==> src/rtl/decode_stage_pkg.sv <==
// Shared definitions for the RV32I decode stage.
// Holds the opcode constants, control-word field positions, the hazard
// tracker entry type and the immediate-extract helpers.
package decode_stage_pkg;

  localparam int unsigned INSTR_W = 32;
  localparam int unsigned REG_AW  = 5;

  // Major opcodes handled by decode
  localparam logic [6:0] OP_R      = 7'b0110011;
  localparam logic [6:0] OP_IMM    = 7'b0010011;
  localparam logic [6:0] OP_LOAD   = 7'b0000011;
  localparam logic [6:0] OP_STORE  = 7'b0100011;
  localparam logic [6:0] OP_BRANCH = 7'b1100011;
  localparam logic [6:0] OP_JAL    = 7'b1101111;
  localparam logic [6:0] OP_JALR   = 7'b1100111;
  localparam logic [6:0] OP_LUI    = 7'b0110111;
  localparam logic [6:0] OP_AUIPC  = 7'b0010111;

  // Control word layout handed to execute
  localparam int unsigned CW_OPCODE_LSB = 0;
  localparam int unsigned CW_FUNCT3_LSB = 7;
  localparam int unsigned CW_FUNCT7_LSB = 10;
  localparam int unsigned CW_RD_LSB     = 17;
  localparam int unsigned CW_RS1_LSB    = 22;
  localparam int unsigned CW_RS2_LSB    = 27;

  // One slot of the EX/MEM/WB destination tracker
  typedef struct packed {
    logic              writes_rd;
    logic [REG_AW-1:0] rd;
  } trk_entry_t;

  function automatic logic [31:0] imm_i(input logic [31:0] instr);
    return {{20{instr[31]}}, instr[31:20]};
  endfunction

  function automatic logic [31:0] imm_s(input logic [31:0] instr);
    return {{20{instr[31]}}, instr[31:25], instr[11:7]};
  endfunction

  function automatic logic [31:0] imm_b(input logic [31:0] instr);
    return {{19{instr[31]}}, instr[31], instr[7], instr[30:25], instr[11:8], 1'b0};
  endfunction

  function automatic logic [31:0] imm_j(input logic [31:0] instr);
    return {{11{instr[31]}}, instr[31], instr[19:12], instr[20], instr[30:21], 1'b0};
  endfunction

  // Upper immediate left unshifted; execute applies the shift
  function automatic logic [31:0] imm_u(input logic [31:0] instr);
    return {12'b0, instr[31:12]};
  endfunction

endpackage

==> src/rtl/decode_stage_regfile.sv <==
// Architectural register file: 2 combinational read ports, 1 write port.
// x0 reads as zero and ignores writes. Synchronous active-high reset clears
// every register.
// Optional feature macro: REGFILE_BYPASS_EN -- a read of the register being
// written this cycle returns the write data instead of the stored value.
// Ports:
//   clk_i, rst_i            clock, synchronous reset
//   we_i, waddr_i, wdata_i  write port (writes on rising edge)
//   raddr1_i, rdata1_c_o    read port 1 (combinational)
//   raddr2_i, rdata2_c_o    read port 2 (combinational)
module decode_stage_regfile #(
  parameter int unsigned XLEN  = 32,
  parameter int unsigned NREGS = 32,
  localparam int unsigned AW   = $clog2(NREGS)
) (
  input  logic            clk_i,
  input  logic            rst_i,
  input  logic            we_i,
  input  logic [AW-1:0]   waddr_i,
  input  logic [XLEN-1:0] wdata_i,
  input  logic [AW-1:0]   raddr1_i,
  input  logic [AW-1:0]   raddr2_i,
  output logic [XLEN-1:0] rdata1_c_o,
  output logic [XLEN-1:0] rdata2_c_o
);

  logic [XLEN-1:0] regs_q [NREGS];

  // Storage update
  always_ff @(posedge clk_i) begin
    if (rst_i) begin
      for (int unsigned i = 0; i < NREGS; i++) begin
        regs_q[AW'(i)] <= '0;
      end
    end else if (we_i && (waddr_i != '0)) begin
      regs_q[waddr_i] <= wdata_i;
    end
  end

  // Read ports
  always_comb begin
    rdata1_c_o = (raddr1_i == '0) ? '0 : regs_q[raddr1_i];
    rdata2_c_o = (raddr2_i == '0) ? '0 : regs_q[raddr2_i];
`ifdef REGFILE_BYPASS_EN
    if (we_i && (waddr_i != '0) && (waddr_i == raddr1_i)) rdata1_c_o = wdata_i;
    if (we_i && (waddr_i != '0) && (waddr_i == raddr2_i)) rdata2_c_o = wdata_i;
`endif
  end

endmodule

==> src/rtl/decode_stage.sv <==
// RV32I decode stage: decodes instr_in, reads the register file, formats the
// control word / operands / immediate for execute, and interlocks RAW hazards
// (no forwarding) by stalling fetch and inserting bubbles.
// Optional feature macro: REGFILE_BYPASS_EN -- writeback data bypasses the
// register file in the same cycle, so the WB tracker slot is not checked.
// Ports:
//   clock, reset                        clock, synchronous active-high reset
//   instr_in, pc_in, valid_in           instruction from fetch
//   flush_in                            discard instr_in (redirect in execute)
//   wb_en, wb_addr, wb_data             register file write port
//   stall_out                           combinational; fetch holds instr_in
//   c_d_e_out, d1_out, d2_out, imm_out  registered control word and operands
//   store_data_out, pc_out, valid_out   registered store data, PC, valid
module decode_stage
  import decode_stage_pkg::*;
#(
  parameter int unsigned XLEN  = 32,
  parameter int unsigned NREGS = 32
) (
  input  logic            clock,
  input  logic            reset,
  input  logic [31:0]     instr_in,
  input  logic [XLEN-1:0] pc_in,
  input  logic            valid_in,
  input  logic            flush_in,
  input  logic            wb_en,
  input  logic [4:0]      wb_addr,
  input  logic [XLEN-1:0] wb_data,
  output logic            stall_out,
  output logic [31:0]     c_d_e_out,
  output logic [XLEN-1:0] d1_out,
  output logic [XLEN-1:0] d2_out,
  output logic [XLEN-1:0] imm_out,
  output logic [XLEN-1:0] store_data_out,
  output logic [XLEN-1:0] pc_out,
  output logic            valid_out
);

`ifdef REGFILE_BYPASS_EN
  localparam logic CHECK_WB = 1'b0;
`else
  localparam logic CHECK_WB = 1'b1;
`endif

  logic [6:0]        opcode;
  logic [2:0]        funct3;
  logic [6:0]        funct7;
  logic [REG_AW-1:0] rd, rs1, rs2;

  assign opcode = instr_in[6:0];
  assign rd     = instr_in[11:7];
  assign funct3 = instr_in[14:12];
  assign rs1    = instr_in[19:15];
  assign rs2    = instr_in[24:20];
  assign funct7 = instr_in[31:25];

  logic [XLEN-1:0] rs1_data, rs2_data;

  decode_stage_regfile #(
    .XLEN  (XLEN),
    .NREGS (NREGS)
  ) u_regfile (
    .clk_i      (clock),
    .rst_i      (reset),
    .we_i       (wb_en),
    .waddr_i    (wb_addr),
    .wdata_i    (wb_data),
    .raddr1_i   (rs1),
    .raddr2_i   (rs2),
    .rdata1_c_o (rs1_data),
    .rdata2_c_o (rs2_data)
  );

  // Opcode decode and operand selection
  logic            legal_c, uses_rs1_c, uses_rs2_c, writes_rd_c;
  logic [31:0]     cw_c;
  logic [XLEN-1:0] d1_c, d2_c, imm_c, sd_c;

  always_comb begin
    legal_c     = 1'b0;
    uses_rs1_c  = 1'b0;
    uses_rs2_c  = 1'b0;
    writes_rd_c = 1'b0;
    d1_c        = '0;
    d2_c        = '0;
    imm_c       = '0;
    sd_c        = '0;
    cw_c        = '0;
    cw_c[CW_OPCODE_LSB +: 7] = opcode;
    cw_c[CW_FUNCT3_LSB +: 3] = funct3;
    cw_c[CW_FUNCT7_LSB +: 7] = funct7;
    cw_c[CW_RD_LSB     +: 5] = rd;
    cw_c[CW_RS1_LSB    +: 5] = rs1;
    cw_c[CW_RS2_LSB    +: 5] = rs2;
    case (opcode)
      OP_R: begin
        legal_c = 1'b1; uses_rs1_c = 1'b1; uses_rs2_c = 1'b1; writes_rd_c = 1'b1;
        d1_c = rs1_data;
        d2_c = rs2_data;
      end
      OP_IMM, OP_LOAD: begin
        legal_c = 1'b1; uses_rs1_c = 1'b1; writes_rd_c = 1'b1;
        d1_c = rs1_data;
        d2_c = imm_i(instr_in);
      end
      OP_JALR: begin
        legal_c = 1'b1; uses_rs1_c = 1'b1; writes_rd_c = 1'b1;
        d1_c  = rs1_data;
        d2_c  = imm_i(instr_in);
        imm_c = imm_i(instr_in);
      end
      OP_STORE: begin
        legal_c = 1'b1; uses_rs1_c = 1'b1; uses_rs2_c = 1'b1;
        d1_c = rs1_data;
        d2_c = imm_s(instr_in);
        sd_c = rs2_data;
      end
      OP_BRANCH: begin
        legal_c = 1'b1; uses_rs1_c = 1'b1; uses_rs2_c = 1'b1;
        d1_c  = rs1_data;
        d2_c  = rs2_data;
        imm_c = imm_b(instr_in);
      end
      OP_JAL: begin
        legal_c = 1'b1; writes_rd_c = 1'b1;
        imm_c = imm_j(instr_in);
      end
      OP_LUI, OP_AUIPC: begin
        legal_c = 1'b1; writes_rd_c = 1'b1;
        d2_c = imm_u(instr_in);
      end
      default: ;
    endcase
  end

  // Hazard tracker: EX -> MEM -> WB
  trk_entry_t ex_q, mem_q, wb_q, ex_d;

  function automatic logic trk_hit(input trk_entry_t e, input logic [REG_AW-1:0] r);
    return e.writes_rd && (e.rd == r);
  endfunction

  function automatic logic src_hazard(input trk_entry_t ex, input trk_entry_t mem,
                                      input trk_entry_t wb, input logic [REG_AW-1:0] r);
    return trk_hit(ex, r) || trk_hit(mem, r) || (CHECK_WB && trk_hit(wb, r));
  endfunction

  logic raw_c, issue_c;

  always_comb begin
    raw_c = (uses_rs1_c && src_hazard(ex_q, mem_q, wb_q, rs1)) ||
            (uses_rs2_c && src_hazard(ex_q, mem_q, wb_q, rs2));
    issue_c = valid_in && !flush_in && !raw_c && legal_c;
    ex_d = '0;
    if (issue_c) begin
      // rd=0 never counts as a writer
      ex_d.writes_rd = writes_rd_c && (rd != '0);
      ex_d.rd        = rd;
    end
  end

  // Reset gates the stall so fetch is released while the tracker clears
  assign stall_out = !reset && valid_in && !flush_in && raw_c;

  // Output and tracker registers; anything not issued becomes a bubble
  logic [31:0]     cw_q;
  logic [XLEN-1:0] d1_q, d2_q, imm_q, sd_q, pc_q;
  logic            valid_q;

  always_ff @(posedge clock) begin
    if (reset) begin
      ex_q    <= '0;
      mem_q   <= '0;
      wb_q    <= '0;
      cw_q    <= '0;
      d1_q    <= '0;
      d2_q    <= '0;
      imm_q   <= '0;
      sd_q    <= '0;
      pc_q    <= '0;
      valid_q <= 1'b0;
    end else begin
      ex_q    <= ex_d;
      mem_q   <= ex_q;
      wb_q    <= mem_q;
      cw_q    <= issue_c ? cw_c  : '0;
      d1_q    <= issue_c ? d1_c  : '0;
      d2_q    <= issue_c ? d2_c  : '0;
      imm_q   <= issue_c ? imm_c : '0;
      sd_q    <= issue_c ? sd_c  : '0;
      pc_q    <= issue_c ? pc_in : '0;
      valid_q <= issue_c;
    end
  end

  assign c_d_e_out      = cw_q;
  assign d1_out         = d1_q;
  assign d2_out         = d2_q;
  assign imm_out        = imm_q;
  assign store_data_out = sd_q;
  assign pc_out         = pc_q;
  assign valid_out      = valid_q;

endmodule
==> config.mk <==
export PLATFORM = sky130hd
export DESIGN_NAME = decode_stage
export DESIGN_NICKNAME = d
export VERILOG_FILES = /design/src/rtl/decode_stage_pkg.sv /design/src/rtl/decode_stage_regfile.sv /design/src/rtl/decode_stage.sv
export SDC_FILE = /design/constraint.sdc
export NUM_CORES = 2
export LEC_CHECK = 0
export BUFFER_PORTS_ARGS = -buffer_cell sky130_fd_sc_hd__clkbuf_2
export CAP_MARGIN = 15
export CORE_MARGIN = 5
export CORE_UTILIZATION = 55
export CTS_BUF_LIST = sky130_fd_sc_hd__clkbuf_16
export DETAILED_ROUTE_END_ITERATION = 6
export HOLD_SLACK_MARGIN = 0.08
export PLACE_DENSITY = 0.76
export SYNTH_ARGS = -nofsm -noshare
export SYNTH_HDL_FRONTEND = slang
export SYNTH_SLANG_ARGS = --single-unit
==> constraint.sdc <==
create_clock -name clock -period 2 [get_ports clock]
set_input_delay 0.2 -clock clock [delete_from_list [all_inputs] [get_ports clock]]
set_output_delay 0.2 -clock clock [all_outputs]
set_load 0.01 [all_outputs]
==> run summary <==
Starting Density = 0.556
CP cell instances = xor2_1 > nor4_2 > a32oi_1 > a221o_1 > buf_6 > nand2_4 > and2_4 > buf_6
Number of synthesized register bits = 1219
Final Hold Viols = 0
GRT overflow = 0
Final Wtd Congestion = 0.966
Max IR drop VDD = 0.847 mV
Max_slew headroom = 0.211
Fin crit period = 2.62 ns
DR vias/cell = 7.03
Status = finished with violations
Filler cell count = 6876
Synth top area share = 0.506
Synth Area per Inst = 14.9 um2
DRC viols = 6
Clock Sinks = 1219
CP max FO = 2
Gr usage total = 0.392
Arrival @ worst endpoint = 2.42 ns
Synth async-reset ratio = 0
Drt initial violations = 7711
CTS tree = built
Vias in the first global route = 44100
Worst-margin pin slew = 1.18 ns
Hold_sp = wb_data[17]
RSZ-0062 raised after global routing = true
First-pass GRT wire length = 322 mm
Stages on worst setup path = 8
Setup WS post-layout = -0.625 ns
Leak = 0.0286 uW
Synth area leaders = edfxtp_1, mux4_2, and2_1
Die Wd = 342 um
Synth warnings = 0
Cells on worst reg2reg path = 12
Most frequent cells in the layout = edfxtp_1, and2_1, mux4_2, buf_4, clkbuf_2
Final setup viols = 176
Setup TNS = -47.80 ns
Fmax = 381 MHz
Routed len/inst = 37.0 um
First-pass iteration count of the detailed router = 7
CP delay by family, top = compound AO/OA/AOI/OAI gates
WL final = 236 mm
Post-route cell area = 0.0757 mm2
Period Utilization, post-route = 1.31
Synth area leader = edfxtp_1
Post-Layout Cell Count = 6375
Core box area = 0.109 mm2
CTS clk-pin slew, worst paths = 0.06 ns
H-tree depth = 4
Crit path capture type = primary output
Layout cell share with drive strength beyond 1 = 0.374
Layout Utilization = 0.692
Crit path from = mem_q[1]
Req. time, crit path = 1.80 ns
P&R area growth vs syn = 24.6%
Slowest stage delay, CP = 0.35 ns
Violated checks = DRC, setup timing
Clock Skew = 0.0415 ns
Seq/Total Area, Yosys = 0.571
Most frequent cell on the critical path = buf_6
Slowest cell on the critical path = a221o_1
Critical path startpoint category = flip-flop
Reg2reg start = mem_q[3]
Dpl hpwl = 146 mm
Vias post-DR = 44800
Commonest non-fill, non-tap cell in the layout = edfxtp_1
Hold Path Stages = 2
# nets final = 4865
Post-Syn Area = 0.0607 mm2
Die Span Y = 342 um
Mapped Cells = 4064
Synth unique cells = 61
WHS = 0.124 ns
I/O Pins = 300
Post-synth EDFFs = 1024
Die ar. = 0.117 mm2
CTS Buf Count = 131
Synth Flop Type = edfxtp_1
Pin count of the biggest net entering global routing = 41
Reg area = 0.0347 mm2
Clock buffer depth = 3
Hold/Removal Path Class = in2reg
Type of the worst setup path = reg2out
Placed Cells = 5986
CP bufs+invs = 2
FP Rows = 121
ANT nets after route = 0
Multi-input gate area = 0.0256 mm2
Buffers on Ports = 299
Power density cells = 805 mW/mm2
Max cap viols = 0
Root buf cell = clkbuf_16
Post-DP Area = 0.0687 mm2
Initial antenna violation count = 27
Insertion delay to the later sink of the worst-skew pair = 0.76 ns
Max Slew Vio Count = 0
flip-flops by register name, indices dropped and copies added (netlist names):
name              count
u_regfile.regs_q   1024
d1_out               32
d2_out               32
pc_out               32
store_data_out       32
c_d_e_out            28
imm_out              21
mem_q                 6
wb_q                  6
ex_q                  5
valid_out             1
synth_stat cells (all sizes together), types with 22 or more instances:
cell    number
nor3b       22
and2      1056
mux4       482
nor2        46
or2         35
o22ai       37
clkbuf     282
xor2        24
a22oi      113
nand3       48
a21oi       23
mux2i      231
edfxtp    1024
nor3        81
buf        146
o21ai       22
nand2       31
dfxtp      195
cells by family (layout without fill, tap and decap cells):
group           count (synthesis)  after routing  synth area share
compound gates                255            255            0.0305
xor+xnor                       31             31           0.00447
buf+inv                       431           1201            0.0345
flops                        1219           1219             0.571
mux                           714            714             0.219
other cells                     1             65         0.0000618
simple gates                 1413           1414             0.141
layout make-up:
class	count	share of cell area
diodes	33	0.00109
clock inverters	102	0.00845
inverters	3	0.000149
well taps	1476	0.0244
multi-input cells	2446	0.338
clock buffers	138	0.0456
repair buffers	958	0.125
flip-flops and latches	1219	0.458
metal layers:
layer	track usage	vias up	routed length, um
met4	0.266	12	20900
met3	0.155	1256	40000
li1	-	16900	-
met2	0.578	4686	102000
met5	0.00750	-	157
met1	0.475	22000	73000
metrics by stage:
stage / power, uW / setup slack [ns]
global route: 62200 / -0.730
detailed placement: 37100 / -0.481
floorplan: 33500 / -0.0263
finish: 60900 / -0.625
CTS: 60300 / -0.720
global placement: 36900 / -0.460
final timing paths:
| path | end | slack, ns |
|---|---|---|
| max reg2reg | c_d_e_out[10] | -0.42 |
| max | stall_out | -0.62 |
| min reg2reg | wb_q[5] | 0.51 |
| min | u_regfile.regs_q[8][17] | 0.12 |
report_power, final:
| group | switching, uW | internal [uW] |
|---|---|---|
| Combinational | 4440 | 3650 |
| Clock | 10500 | 13000 |
| Sequential | 663 | 28700 |
repair_timing:
action | CTS | global route
pin swaps | 34 | 88
cloned | 22 | 3
hold buffers | 65 | 0
endpoints found under the setup margin | 164 | 203
resized for setup | 143 | 172
endpoints found under the hold margin | 104 | 0
buffers inserted | 25 | 9
(Power assumes the default switching activity.)
